### src/rtl/btn_debounce_pkg.sv
// Shared encodings for the push-button conditioning block and the shift/display datapath.
package btn_debounce_pkg;

  localparam int unsigned CMD_W = 2;

  // Per-channel debounce FSM states.
  typedef enum logic [1:0] {
    IDLE       = 2'd0,
    WAIT_PRESS = 2'd1,
    PRESSED    = 2'd2,
    WAIT_REL   = 2'd3
  } db_state_e;

  // Shift command encodings consumed by the downstream shift register.
  localparam logic [CMD_W-1:0] CMD_RIGHT = 2'd0;
  localparam logic [CMD_W-1:0] CMD_LEFT  = 2'd1;
  localparam logic [CMD_W-1:0] CMD_LOAD  = 2'd2;

endpackage

### src/rtl/btn_debounce_ch.sv
// One button channel: 2-FF synchroniser, debounce FSM with stability counter,
// registered debounced level and single-cycle press pulse.
module btn_debounce_ch
  import btn_debounce_pkg::*;
#(
  parameter int unsigned DEBOUNCE_CYCLES = 1000000,
  parameter int unsigned CNT_BITS        = 20
) (
  input  logic mclk,
  input  logic reset,
  input  logic btn_i,
  output logic level_o,
  output logic pulse_o
);

  // Terminal count: compared before increment so the counter never wraps.
  localparam logic [CNT_BITS-1:0] CNT_LAST = CNT_BITS'(DEBOUNCE_CYCLES - 1);

  logic                sync1_q, sync2_q;
  db_state_e           state_q, state_d;
  logic [CNT_BITS-1:0] cnt_q, cnt_d;
  logic                level_q, level_d;
  logic                pulse_q, pulse_d;

  // Synchroniser, FSM state, counter and output registers.
  always_ff @(posedge mclk or posedge reset) begin
    if (reset) begin
      sync1_q <= 1'b0;
      sync2_q <= 1'b0;
      state_q <= IDLE;
      cnt_q   <= '0;
      level_q <= 1'b0;
      pulse_q <= 1'b0;
    end else begin
      sync1_q <= btn_i;
      sync2_q <= sync1_q;
      state_q <= state_d;
      cnt_q   <= cnt_d;
      level_q <= level_d;
      pulse_q <= pulse_d;
    end
  end

  // Next-state logic: a level must be stable for DEBOUNCE_CYCLES to be accepted.
  always_comb begin
    state_d = state_q;
    cnt_d   = cnt_q;
    level_d = level_q;
    pulse_d = 1'b0;
    case (state_q)
      IDLE: begin
        if (sync2_q) begin
          state_d = WAIT_PRESS;
          cnt_d   = '0;
        end
      end
      WAIT_PRESS: begin
        if (!sync2_q) begin
          state_d = IDLE;
          cnt_d   = '0;
        end else if (cnt_q == CNT_LAST) begin
          state_d = PRESSED;
          cnt_d   = '0;
          pulse_d = 1'b1;
          level_d = 1'b1;
        end else begin
          cnt_d = cnt_q + CNT_BITS'(1);
        end
      end
      PRESSED: begin
        if (!sync2_q) begin
          state_d = WAIT_REL;
          cnt_d   = '0;
        end
      end
      WAIT_REL: begin
        if (sync2_q) begin
          state_d = PRESSED;
          cnt_d   = '0;
        end else if (cnt_q == CNT_LAST) begin
          state_d = IDLE;
          cnt_d   = '0;
          level_d = 1'b0;
        end else begin
          cnt_d = cnt_q + CNT_BITS'(1);
        end
      end
      default: begin
        state_d = IDLE;
        cnt_d   = '0;
      end
    endcase
  end

  assign level_o = level_q;
  assign pulse_o = pulse_q;

endmodule

### src/rtl/btn_debounce.sv
// Push-button conditioning: N_BTN debounced channels plus a prioritised,
// registered shift command (load > left > right). Reset is expected to be
// released synchronously to mclk by the board reset logic.
module btn_debounce
  import btn_debounce_pkg::*;
#(
  parameter int unsigned N_BTN           = 3,
  parameter int unsigned DEBOUNCE_CYCLES = 1000000,
  parameter int unsigned CNT_BITS        = 20
) (
  input  logic             mclk,
  input  logic             reset,
  input  logic [N_BTN-1:0] btn,
  output logic [N_BTN-1:0] btn_level,
  output logic [N_BTN-1:0] press_pulse,
  output logic             cmd_valid,
  output logic [1:0]       cmd
);

  logic             cmd_valid_q, cmd_valid_d;
  logic [CMD_W-1:0] cmd_q, cmd_d;

  // One independent debounce channel per button.
  for (genvar g = 0; g < int'(N_BTN); g++) begin : g_ch
    btn_debounce_ch #(
      .DEBOUNCE_CYCLES(DEBOUNCE_CYCLES),
      .CNT_BITS       (CNT_BITS)
    ) u_ch (
      .mclk   (mclk),
      .reset  (reset),
      .btn_i  (btn[g]),
      .level_o(btn_level[g]),
      .pulse_o(press_pulse[g])
    );
  end

  // Priority encode: highest pulsing index wins, lower ones are dropped.
  always_comb begin
    cmd_valid_d = |press_pulse;
    cmd_d       = CMD_RIGHT;
    for (int unsigned i = 0; i < N_BTN; i++) begin
      if (press_pulse[i]) cmd_d = CMD_W'(i);
    end
  end

  // Command registers, one cycle behind the press pulses.
  always_ff @(posedge mclk or posedge reset) begin
    if (reset) begin
      cmd_valid_q <= 1'b0;
      cmd_q       <= CMD_RIGHT;
    end else begin
      cmd_valid_q <= cmd_valid_d;
      cmd_q       <= cmd_d;
    end
  end

  assign cmd_valid = cmd_valid_q;
  assign cmd       = cmd_q;

endmodule

### config.mk
export PLATFORM = sky130hd
export DESIGN_NAME = btn_debounce
export DESIGN_NICKNAME = d
export VERILOG_FILES = /design/src/rtl/btn_debounce_pkg.sv /design/src/rtl/btn_debounce_ch.sv /design/src/rtl/btn_debounce.sv
export SDC_FILE = /design/constraint.sdc
export NUM_CORES = 1
export LEC_CHECK = 0
export BUFFER_PORTS_ARGS = -buffer_cell sky130_fd_sc_hd__buf_2
export CORE_MARGIN = 3
export CORE_UTILIZATION = 35
export CTS_CLUSTER_DIAMETER = 60
export DETAILED_ROUTE_END_ITERATION = 16
export SYNTH_ARGS = -nofsm -noshare
export SYNTH_HDL_FRONTEND = slang
export SYNTH_HIERARCHICAL = 1
export SYNTH_SLANG_ARGS = --single-unit
### constraint.sdc
create_clock -name mclk -period 3.3 [get_ports mclk]
set_clock_uncertainty 0.15 [all_clocks]
set_input_delay 0.495 -clock mclk [delete_from_list [all_inputs] [get_ports mclk]]
set_output_delay 0.495 -clock mclk [all_outputs]
set_load 0.05 [all_outputs]
==> qor.yml <==
run_status:
  status: "finished, final reports clean"
worst_hold_path:
  hp-start: "btn[1]"
  holdPathStages: 1
  hold_path_class: "in -> reg"
  holdPathEnd: "g_ch[1].u_ch/sync1_q$_DFF_PP0_"
worst_setup_path:
  crit_chain: "xor2_1 -> nand2_1 -> a21oi_2 -> or3b_2 -> nand3_1"
  crit_buf_inv: 0
  cp-start-kind: "register"
  rrSetupSlack_ns: 0.98
  rr_worst_depth: 5
  worst-path-max-fanout: 14
  path_delay_family: "simple AND/OR/NAND/NOR gates"
  critPathArrivalTime_ns: 2.45
  path_class: "reg -> reg"
  required_ns: 3.43
  max_stage_delay_ns: 0.53
  crit_slowest_cell: "a21oi_2"
  reg2reg_to: "g_ch[0].u_ch/cnt_q[17]$_DFFE_PP0P_"
  endpoint_kind: "register"
detailed_routing:
  antenna_left: 0
  drtIter0Drc: 182
  dr.pass1.iters: 4
  wl_per_cell_microns: 14.49
  drc: 0
  vias: 3376
  drt-total-wl_microns: 8735
  vias_per_cell: 5.599
cts:
  htreeDepth: 3
  cts_buffer_depth: 2
  cts_tree: "built"
  cts_buffers: 9
  clock-sinks: 81
  post_cts.repair.setup_buffers: 0
  cts_resized: 0
  worstSkewPairLatency_ns: 0.34
  clkTransAtPathRegs_ns: 0.06
  cts_root_buf: "clkbuf_16"
global_route:
  antenna_found_initial: 0
  grt_pass1_vias: 3247
  grt.total_usage_pct: 14.17
  grt-ovfl-total: 0
  grt_max_degree: 27
  grt_pass1_wl_microns: 15340
layout:
  nets: 463
  drive_gt1_share_pct: 12.61
  stdcell_count: 603
  final_common_cell: "dfrtp_1"
  most-common-layout-cells: "dfrtp_1 (81), nand2_1 (46), nand3_1 (37), nor2_1 (30), o21ai_0 (25)"
  diodes: 0
  syn_to_final_growth_pct: 11.25
  final_cell_area_sq_um: 4800
  fillers: 1148
die:
  initial_core_util_pct: 36.84
  dieWidth_microns: 117.0
  ios: 14
  num_rows: 39
  core-area_sq_um: 11710
  die-height_microns: 117.0
  die_area_sq_um: 13690
synthesis:
  netlist_area_sq_um: 4314
  syn_inst: 445
  syn_nets: 453
  synth_cell_type_count: 56
  synthSimpleGateAreaFrac_pct: 28.80
  synth-xor-area-share_pct: 2.407
  ys.flop_type: "dfrtp_1"
  synth-edff-count: 0
  avgSynthCellArea_sq_um: 9.695
  synth_fa_ha_area_share_pct: 0.8701
  ys_seq_elements: 81
  async_flop_share_pct: 100.0
  synth_top_family_by_area: "simple AND/OR/NAND/NOR gates"
  ys_seq_area_share_pct: 46.98
  synthMuxAreaShare_pct: 3.799
  synth-warning-count: 6
  synth_compound_area_share_pct: 12.96
pwr:
  ir_drop_mv: 0.2521
  p_per_area_nw_per_um2: 454.7
  p_leak_nw: 2.113
timing:
  finalCritPeriodShare_pct: 70.36
  max_freq_mhz: 430.7
  worst_pin_slew_ns: 1.002
  slew_headroom_pct: 33.10
  finalSetupTns_ns: 0
  finalCriticalPeriod_ns: 2.322
  grt_setup_unrepaired: "no"
  maxSlewViolCount: 0
  hold_viol: 0
  setup_viol: 0
place:
  dp_cells: 586
  port_buffers: 13
  dp_hpwl_microns: 5908
  placement.cell_area_sq_um: 4468
  gp_routability_congestion: 0.8026
flow_run:
  max_cap_violations: 0
==> sequential cells by signal (all words and copies together), names as in the netlist, named ones only <==
name / flops
g_ch.u_ch/pulse_o: 3
g_ch.u_ch/sync2_q: 3
cmd_valid: 1
g_ch.u_ch/level_o: 3
g_ch.u_ch/sync1_q: 3
g_ch.u_ch/state_q: 3
g_ch.u_ch/cnt_q: 60
cmd: 2
==> metal layers <==
layer / routed length (microns) / global-route usage (%) / vias up
met4: 188 / 6.651 / 0
met2: 3892 / 20.97 / 62
li1: - / - / 1662
met3: 305 / 2.931 / 12
met1: 4349 / 19.91 / 1640
met5: 0 / 0 / -
==> cells in the mapped netlist (3+ instances only) <==
| cell | n | share of area, % |
|---|---|---|
| dfrtp_1 | 81 | 47 |
| nand2_1 | 46 | 4.0 |
| nand3_1 | 37 | 4.3 |
| nor2_1 | 30 | 2.6 |
| o21ai_0 | 25 | 2.9 |
| a21oi_1 | 23 | 2.7 |
| nand4_1 | 18 | 2.6 |
| inv_1 | 14 | 1.2 |
| mux2i_1 | 13 | 3.0 |
| nor3_1 | 11 | 1.3 |
| and4_1 | 9 | 1.8 |
| nor3b_1 | 9 | 1.6 |
| a21o_1 | 8 | 1.4 |
| and3_1 | 8 | 1.2 |
| clkbuf_1 | 7 | 0.61 |
| a22o_1 | 6 | 1.2 |
| buf_2 | 6 | 0.70 |
| nand2b_1 | 6 | 0.87 |
| nor4_1 | 6 | 0.87 |
| xor2_1 | 6 | 1.2 |
| a221o_1 | 5 | 1.2 |
| and2_1 | 5 | 0.73 |
| buf_6 | 5 | 1.3 |
| o21ai_1 | 5 | 0.58 |
| o31ai_1 | 4 | 0.70 |
| xnor2_1 | 4 | 0.81 |
| ha_1 | 3 | 0.87 |
| mux2_2 | 3 | 0.78 |
| nor4_4 | 3 | 1.5 |
==> final cells by class <==
cell class | instances | area (sq um) | area share (%)
clock buffer | 11 | 242.7 | 5.057
clock inverter | 5 | 78.83 | 1.642
inverter | 14 | 52.55 | 1.095
multi-input combinational | 330 | 2107 | 43.90
sequential | 81 | 2027 | 42.23
tap | 143 | 178.9 | 3.728
timing repair buffer | 19 | 112.6 | 2.346
==> cell families (layout without fill, tap and decap cells) <==
| family | after synthesis | count (layout) |
|---|---|---|
| fa+ha+maj | 3 | 3 |
| xor+xnor | 11 | 11 |
| flops | 81 | 81 |
| mux | 16 | 16 |
| simple gates | 212 | 212 |
| buf+inv | 34 | 49 |
| compound gates | 88 | 88 |
==> power breakdown <==
part,internal [mW],total (mW),switching (mW)
registers,1.01,1.02,0.0108
logic,0.0264,0.0932,0.0668
clock network,0.682,1.07,0.391
==> worst reg2reg max path: cells and delay by family, from the launching register on <==
family           cells  cell delay (ns)
AND/OR/NAND/NOR      3             0.92
flip-flops           1             0.41
AO/OA/AOI/OAI        1             0.53
XOR/XNOR             1             0.25
==> stage by stage <==
stage	hold WS, ns	power, mW	util (%)	worst slack [ns]
4_1_cts	0.09517	2.220	40.98	0.9969
2_1_floorplan	0.09864	1.106	-	1.263
3_3_place_gp	0.1810	1.126	38.15	1.032
5_1_grt	0.09969	2.263	40.98	0.7909
6_report	0.1112	2.182	40.98	0.9782
3_5_place_dp	0.1858	1.129	38.15	1.016
==> worst max-delay path by stage <==
| stage | start | end | depth (start not counted) |
|---|---|---|---|
| 6_report | register | g_ch[0].u_ch/cnt_q[17]$_DFFE_PP0P_ | 5 |
| 5_1_grt | register | g_ch[1].u_ch/cnt_q[19]$_DFFE_PP0P_ | 6 |
| 4_1_cts | register | g_ch[0].u_ch/cnt_q[17]$_DFFE_PP0P_ | 5 |
| 3_5_place_dp | register | g_ch[0].u_ch/cnt_q[17]$_DFFE_PP0P_ | 5 |
| 3_3_place_gp | register | g_ch[1].u_ch/cnt_q[17]$_DFFE_PP0P_ | 5 |
| 2_1_floorplan | g_ch[0].u_ch/cnt_q[7]$_DFFE_PP0P_ | g_ch[0].u_ch/cnt_q[0]$_DFFE_PP0P_ | 6 |
==> repair_timing <==
item | 4_1_cts | 5_1_grt
hold buffers | 1 | 0
setup endpoints to repair | 0 | 0
hold endpoints to repair | 3 | 0
Note: power is estimated with default switching activity, not from simulation.
